$ cat config.mk
export PLATFORM = sky130hd
export DESIGN_NAME = muldiv_unit
export DESIGN_NICKNAME = d
export VERILOG_FILES = /design/src/rtl/cpu_types_pkg.sv /design/src/rtl/muldiv_sign_fix.sv /design/src/rtl/muldiv_unit.sv
export SDC_FILE = /design/constraint.sdc
export NUM_CORES = 1
export LEC_CHECK = 0
export CORE_ASPECT_RATIO = 1.25
export CORE_MARGIN = 1.5
export CORE_UTILIZATION = 35
export DETAILED_ROUTE_END_ITERATION = 16
export GPL_ROUTABILITY_DRIVEN = 1
export SETUP_SLACK_MARGIN = 0.02
export SLEW_MARGIN = 10
export SYNTH_ARGS = -nofsm -noshare
export SYNTH_HDL_FRONTEND = slang
export SYNTH_SLANG_ARGS = --single-unit
export TNS_END_PERCENT = 20
$ cat constraint.sdc
create_clock -name CLK -period 9.2 [get_ports CLK]
set_input_delay 1.84 -clock CLK [delete_from_list [all_inputs] [get_ports CLK]]
set_output_delay 1.84 -clock CLK [all_outputs]
set_load 0.01 [all_outputs]
$ cat src/rtl/cpu_types_pkg.sv
// Shared types for the execute-stage multiply/divide unit.
package cpu_types_pkg;

  localparam int unsigned XLEN = 32;

  typedef enum logic [1:0] {
    OpMult  = 2'd0,
    OpMultu = 2'd1,
    OpDiv   = 2'd2,
    OpDivu  = 2'd3
  } muldiv_op_t;

  typedef enum logic [1:0] {
    StIdle = 2'd0,
    StRun  = 2'd1,
    StFix  = 2'd2
  } muldiv_state_t;

  function automatic logic op_is_div(input muldiv_op_t op);
    return (op == OpDiv) || (op == OpDivu);
  endfunction

  function automatic logic op_is_signed(input muldiv_op_t op);
    return (op == OpMult) || (op == OpDiv);
  endfunction

endpackage

$ cat src/rtl/muldiv_sign_fix.sv
// Applies operand-sign correction to the unsigned magnitude result and
// splits it into HI/LO.
module muldiv_sign_fix
  import cpu_types_pkg::*;
(
  input  muldiv_op_t  op,
  input  logic        sign_a,
  input  logic        sign_b,
  input  logic        div_zero,
  input  logic [63:0] raw,
  output logic [31:0] hi,
  output logic [31:0] lo
);

  always_comb begin
    hi = raw[63:32];
    lo = raw[31:0];
    unique case (op)
      OpMult: begin
        if (sign_a ^ sign_b) begin
          {hi, lo} = -raw;
        end
      end
      OpDiv: begin
        // Divide by zero yields all-ones; the magnitude quotient is already
        // all-ones, but the dividend sign must not flip it.
        if (div_zero) begin
          lo = '1;
        end else if (sign_a ^ sign_b) begin
          lo = -raw[31:0];
        end
        if (sign_a) begin
          hi = -raw[63:32];
        end
      end
      OpMultu, OpDivu: begin
      end
      default: begin
      end
    endcase
  end

endmodule

$ cat src/rtl/muldiv_unit.sv
// Iterative 32-cycle multiply/divide unit owning the HI/LO registers;
// raises busy for the hazard unit while an operation is in flight.
module muldiv_unit
  import cpu_types_pkg::*;
(
  input  logic        CLK,
  input  logic        nRST,
  input  logic        start,
  input  logic [1:0]  op,
  input  logic [31:0] rs_val,
  input  logic [31:0] rt_val,
  input  logic        mthi,
  input  logic        mtlo,
  input  logic [31:0] mt_data,
  input  logic        flush,
  output logic        busy,
  output logic        done,
  output logic [31:0] hi,
  output logic [31:0] lo
);

  muldiv_state_t state_q, state_d;
  muldiv_op_t    op_q, op_d, op_in;
  logic [4:0]    cnt_q, cnt_d;
  logic [63:0]   acc_q, acc_d;
  logic [31:0]   a_q, a_d;
  logic [31:0]   b_q, b_d;
  logic          sa_q, sa_d;
  logic          sb_q, sb_d;
  logic          div0_q, div0_d;
  logic [31:0]   hi_q, hi_d;
  logic [31:0]   lo_q, lo_d;
  logic          done_q, done_d;

  logic          accept;
  logic          in_signed;
  logic [32:0]   mul_sum;
  logic [63:0]   mul_next;
  logic [32:0]   div_shift;
  logic [33:0]   div_trial;
  logic          div_ge;
  logic [63:0]   div_next;
  logic [31:0]   fix_hi;
  logic [31:0]   fix_lo;

  assign op_in = muldiv_op_t'(op);

  // The done cycle still holds the same stalled instruction in ID/EX, so it
  // must not be re-accepted while it advances.
  assign accept    = start && (state_q == StIdle) && !flush && !done_q;
  assign in_signed = op_is_signed(op_in);

  // Shift-add: add the multiplicand into the upper half, then shift the
  // 65-bit sum right by one.
  assign mul_sum  = {1'b0, acc_q[63:32]} + {1'b0, (b_q[0] ? a_q : 32'd0)};
  assign mul_next = {mul_sum, acc_q[31:1]};

  // Restoring step: acc holds {remainder, quotient}, dividend bits come
  // from the MSB of a_q.
  assign div_shift = {acc_q[63:32], a_q[31]};
  assign div_trial = {1'b0, div_shift} - {2'b00, b_q};
  assign div_ge    = !div_trial[33];
  assign div_next  = {(div_ge ? div_trial[31:0] : div_shift[31:0]), acc_q[30:0], div_ge};

  muldiv_sign_fix u_sign_fix (
    .op       (op_q),
    .sign_a   (sa_q),
    .sign_b   (sb_q),
    .div_zero (div0_q),
    .raw      (acc_q),
    .hi       (fix_hi),
    .lo       (fix_lo)
  );

  always_comb begin
    state_d = state_q;
    op_d    = op_q;
    cnt_d   = cnt_q;
    acc_d   = acc_q;
    a_d     = a_q;
    b_d     = b_q;
    sa_d    = sa_q;
    sb_d    = sb_q;
    div0_d  = div0_q;
    hi_d    = hi_q;
    lo_d    = lo_q;
    done_d  = 1'b0;

    unique case (state_q)
      StIdle: begin
        if (mthi) begin
          hi_d = mt_data;
        end
        if (mtlo) begin
          lo_d = mt_data;
        end
        if (accept) begin
          op_d    = op_in;
          sa_d    = in_signed && rs_val[31];
          sb_d    = in_signed && rt_val[31];
          a_d     = sa_d ? -rs_val : rs_val;
          b_d     = sb_d ? -rt_val : rt_val;
          div0_d  = (rt_val == 32'd0);
          acc_d   = '0;
          cnt_d   = '0;
          state_d = StRun;
        end
      end
      StRun: begin
        if (flush) begin
          state_d = StIdle;
        end else begin
          if (op_is_div(op_q)) begin
            acc_d = div_next;
            a_d   = {a_q[30:0], 1'b0};
          end else begin
            acc_d = mul_next;
            b_d   = {1'b0, b_q[31:1]};
          end
          cnt_d = cnt_q + 5'd1;
          if (cnt_q == 5'd31) begin
            state_d = StFix;
          end
        end
      end
      StFix: begin
        state_d = StIdle;
        if (!flush) begin
          hi_d   = fix_hi;
          lo_d   = fix_lo;
          done_d = 1'b1;
        end
      end
      default: begin
        state_d = StIdle;
      end
    endcase
  end

  always_ff @(posedge CLK or negedge nRST) begin
    if (!nRST) begin
      state_q <= StIdle;
      op_q    <= OpMult;
      cnt_q   <= '0;
      acc_q   <= '0;
      a_q     <= '0;
      b_q     <= '0;
      sa_q    <= 1'b0;
      sb_q    <= 1'b0;
      div0_q  <= 1'b0;
      hi_q    <= '0;
      lo_q    <= '0;
      done_q  <= 1'b0;
    end else begin
      state_q <= state_d;
      op_q    <= op_d;
      cnt_q   <= cnt_d;
      acc_q   <= acc_d;
      a_q     <= a_d;
      b_q     <= b_d;
      sa_q    <= sa_d;
      sb_q    <= sb_d;
      div0_q  <= div0_d;
      hi_q    <= hi_d;
      lo_q    <= lo_d;
      done_q  <= done_d;
    end
  end

  assign busy = accept || (state_q != StIdle);
  assign done = done_q;
  assign hi   = hi_q;
  assign lo   = lo_q;

endmodule

; Yosys cells after proc, flatten, opt, wreduce, memory -nomap -nowiden
; Index checks and enable logic that the tools add are counted.
[op_classes]
n_eq_ne = 14
reduce_logical = 25
bitwise_logic = 1
addsub = 8
muxes = 38
[op_table]
columns = cell, count
row1 = 32-bit two-way mux, 19
row2 = 32-bit one-hot mux with 2 select lines, 6
row3 = 64-bit two-way mux, 3
row4 = 32-bit negation, 4
row5 = 64-bit one-hot mux with 2 select lines, 1
row6 = 64-bit negation, 1
row7 = 33-bit by 32-bit subtractor with 34-bit output, 1
row8 = 32-bit by 32-bit adder with 33-bit output, 1
row9 = 32-bit zero test, 1
row10 = "2-bit != test, second input constant", 7
row11 = 5-bit two-way mux, 2
row12 = 5-bit one-hot mux with 2 select lines, 1
row13 = 3-bit AND reduction, 3
row14 = "2-bit equality test, second input constant", 4
row15 = 4-bit AND reduction, 2
row16 = 2-bit zero test, 3
row17 = 2-bit two-way mux, 3
row18 = 2-bit nonzero test, 3
row19 = "5-bit by 1-bit adder with 5-bit output, second input constant", 1
row20 = "5-bit equality test, second input constant", 1
row21 = 1-bit logical AND, 5
row22 = 2-bit one-hot mux with 2 select lines, 1
row23 = 2-bit AND reduction, 2
row24 = 1-bit zero test, 3
row25 = 5 further kinds, 8
[word_totals]
out_inout_bits = 66
inputBits = 104
elab_cells = 98
ff_bits = 205

; Logic depth before layout (Yosys ltp)
[logic_depth]
ltp_word = 6
mapped_depth = 14
ltp_nobuf = 13

; Modules after synthesis
; A second synthesis with hierarchy kept.
[unflattened]
cells_unflattened = 2086
hier_area_um2 = 16405.7
[modules_own_cells]
columns = module, n_inst, seq_area_each_um2, cells_per_inst, area_each_um2
row1 = muldiv_unit, 1, 5129.9, 1765, 14461.4
row2 = muldiv_sign_fix, 1, 0.0, 321, 1944.4

; Worst setup path before layout
; OpenSTA, ideal clock, no wires.
[synth_timing]
kind = in2out
from = input port flush
to = output port busy
path_buffers = 0
stages = 3
t_arrival_ns = 2.302
required_time_ns = 7.360
slack_ns = 5.058
path_cell_list = nor3b_1 nor3_1 inv_1
[synth_between]
elab_chain_len = 4
[synth_lines]
columns = element, line_no
row1 = from (decl), muldiv_unit.sv:15  ; input logic flush,
row2 = 1-bit zero test, -
row3 = 1-bit logical AND (2 in series), muldiv_unit.sv:50  ; assign accept = start && (state_q == StIdle) && !flush && !done_q;
row4 = 1-bit logical OR, muldiv_unit.sv:170  ; assign busy = accept || (state_q != StIdle);
row5 = to (decl), muldiv_unit.sv:16  ; output logic busy,
; No other way between the ends.

; Worst setup path after layout
; Same ends and word-level chain as after synthesis.

==> summary.md <==
| Metric | Value |
|---|---|
| Drt first-iter violations | `around 1100` |
| Post-CTS Setup Bufs | `0` |
| Multi-input logic area | `0.01022 mm2` |
| Chip Height | `roughly 240 um` |
| Crit path from | `flush` |
| Sequential area share after synthesis | `31.82%` |
| Critical path's slowest cell | `clkdlybuf4s50_1` |
| Pins Over Slew Limit | `0` |
| Ant. Diodes | `0` |
| HP Start | `lo[2]$_DFFE_PN0P_` |
| Maximum Capacitance Violations | `0` |
| Async set-reset flop share out of synthesis | `100.0%` |
| CORE AREA | `between 0.04 and 0.05 mm2` |
| RSZ-0062 raised after global routing | `false` |
| LEAKAGE | `between 8 and 9 nW` |
| Final Cell Area | `about 0.019 mm2` |
| # rows | `just under 90` |
| Nets | `about 2300` |
| Max incr delay on CP | `0.54 ns` |
| P_sw | `~0.0027 W` |
| CP Launch Type | `input port` |
| Mapped Avg Cell Area | `7.821 um2` |
| Synth top area share | `a little under a third` |
| Vias in the first global route | `roughly 15000` |
| Total GRT Usage | `about a quarter` |
| Most frequent cells in the layout | `o21ai_0, nand2_1, dfrtp_1` |
| Fin crit period | `5.451 ns` |
| Worst hold path class | `reg2reg` |
| P per Cell Area | `295.1 mW/mm2` |
| Placement Cell Area | `between 0.015 and 0.02 mm2` |
| Starting Density | `35.60%` |
| Reg area | `around 0.005 mm2` |
| Hold slack | `approximately 0.48 ns` |
| Worst slew pin tran | `1.047 ns` |
| Crit path max fanout | `6` |
| Largest net degree at the start of global routing | `100` |
| Final hold violations | `0` |
| Place WS | `3.790 ns` |
| WS Path Type | `in2out` |
| Worst Path Arrival | `3.61 ns` |
| Fill cells | `4636` |
| Syn Inst Count | `approximately 2100` |
| WP depth | `5` |
| DR pass1 iterations | `7` |
| Commonest non-fill, non-tap cell in the layout | `o21ai_0` |
| Chip width | `194.9 um` |
| Drt wl/cell | `around 21 um` |
| Clock sink count | `205` |
| Buf+Inv Stages, Crit Path | `3` |
| Clk_skew | `0.02743 ns` |
| Final worst-path cycle share | `between 50% and 60%` |
| Vias | `approximately 16000` |
| Endpoints failing setup | `0` |
| Clock Tree Buf Depth | `3` |
| Initial antenna violation count | `0` |
| Crit path max-delay family | `buffers and inverters` |
| Worst setup margin | `approximately 3.7 ns` |
| EDFF count, synth | `0` |
| P&R area growth vs syn | `18.13%` |
| TNS Setup | `0 ns` |
| IO Port Bufs | `roughly 170` |
| H-tree Lvls | `1` |
| Synth top area cells | `dfrtp_1, o21ai_0, nand2_1` |
| Syn Std Cell Area | `0.01612 mm2` |
| Final WL | `slightly below 60000 um` |
| Final Wtd Congestion | `roughly 0.96` |
| CTS resizes | `0` |
| Mapped Nets | `roughly 2200` |
| Worst Reg-to-Reg Cells | `10` |
| Relative slew slack | `29.92%` |
| CTS Buf Count | `24` |
| Synthesis warning total | `0` |
| # DRC | `0` |
| Clock root cell | `clkbuf_16` |
| Critical Path Most Common Cell | `clkdlybuf4s50_1` |
| WHS Path Cells | `2` |
| DP Wirelength | `between 40000 and 50000 um` |
| TritonCTS clock tree | `yes` |
| DIE AREA | `between 0.04 and 0.05 mm2` |
| Sw Share | `48.27%` |
| Worst Setup End Kind | `output pin` |
| Final ANT Viol Nets | `0` |
| Post-synth cell types | `72` |
| Via density | `5.790` |
| Critical path, cell by cell | `clkdlybuf4s50_1, nor3b_1, nor3_1, inv_1, clkdlybuf4s50_1` |
| Sequential power share | `26.9%` |
| Clock slew at reported path FFs | `around 0.060 ns` |
| Combinational share of power | `a little under three fifths` |
| Cells after DPL | `approximately 2700` |
| Max VDD drop | `around 0.12 mV` |
| Synth area leader | `dfrtp_1` |
| Yosys reg bits | `roughly 200` |
| Pint | `~0.0029 W` |
| Final Non-Filler Cells | `2747` |
| Total gr overflow | `0` |
| Fraction of layout cells with a size suffix above 1 | `around 4.4%` |
| Status | `complete, no violations` |
| Ys flop type | `dfrtp_1` |
| I/O pin count | `170` |
| CTS Hold Bufs | `0` |
| CP Data Required Time | `~7.4 ns` |
| Achievable Freq | `~180 MHz` |
| First-pass GRT wire length | `about 90000 um` |
| Clk_lat worst skew | `~0.55 ns` |
| Clock network fraction of total power | `roughly 18%` |
| Critical R2R Launch | `b_q[0]$_DFFE_PN0P_` |
## cell usage after synthesis (all sizes together), types with 38 or more instances
cell type  count
xnor2         99
clkbuf       103
dfrtp        205
xor2          62
mux2i         39
o21ai        273
o22ai         70
inv           79
nor2         135
nand3         72
ha            71
and2          38
nand2        239
a21oi        158
nor3          46
## flip-flops by register name, summed over array words and instances, names as in the netlist
register	cells
sb_q	1
sa_q	1
acc_q	64
lo	32
state_q	2
done	1
a_q	32
div0_q	1
hi	32
cnt_q	5
b_q	32
op_q	2
## logic make-up (layout without fill, tap and decap cells)
kind of cell | after synthesis | in the layout | share of synthesized area (%)
AO/OA/AOI/OAI | 714 | 714 | 27.00
AND/OR/NAND/NOR | 660 | 660 | 19.24
buffers and inverters | 208 | 316 | 4.937
flip-flops | 205 | 205 | 31.82
XOR/XNOR | 161 | 161 | 8.748
adder cells (fa/ha/maj) | 73 | 73 | 5.760
multiplexers | 40 | 40 | 2.492
## layout make-up
cell class | instances | share of cell area, %
Sequential cell | 205 | 26.96
Tap cell | 578 | 3.798
Timing Repair Buffer | 193 | 9.850
Clock buffer | 34 | 3.620
Clock inverter | 9 | 0.5454
Inverter | 80 | 1.577
Multi-Input combinational cell | 1648 | 53.65
## worst min-delay path, stage by stage (launching register included)
cell,delay (ns)
dfrtp_1,0.34
nand2_1,0.04
o21ai_0,0.06
## stage by stage
step / total power [W] / utilization [%]
after global routing: 0.006005 / 42.05
after CTS: 0.005591 / 42.05
after floorplan: 0.003510 / -
after detailed placement: 0.004595 / 40.30
final: 0.005620 / 42.05
after global placement: 0.004546 / 40.30
## power by group through the flow
stage | sequential (W) | combinational, W | clock, W
after floorplan | 0.00133 | 0.00218 | 0
after global placement | 0.00151 | 0.00303 | 0
after detailed placement | 0.00153 | 0.00307 | 0
after CTS | 0.00151 | 0.00308 | 0.00100
after global routing | 0.00154 | 0.00342 | 0.00104
final | 0.00151 | 0.00312 | 0.000987
## routing by layer
layer | share of wire [%] | up-vias | global-route usage (%)
li1 | - | 7639 | -
met1 | 43 | 7553 | 30.88
met2 | 47 | 597 | 40.57
met3 | 6.5 | 115 | 3.446
met4 | 3.6 | 0 | 8.801
met5 | 0 | - | 0
## worst paths after layout
check / end / slack, ns
setup / recovery: busy / 3.75
hold / removal: lo[2]$_DFFE_PN0P_ / 0.48
setup reg to reg: acc_q[48]$_DFFE_PN0P_ / 4.63
hold reg to reg: lo[2]$_DFFE_PN0P_ / 0.48
max in group asynchronous: hi[18]$_DFFE_PN0P_ / 6.38
min in group asynchronous: a_q[13]$_DFFE_PN0P_ / 1.40
(Power assumes the default switching activity.)
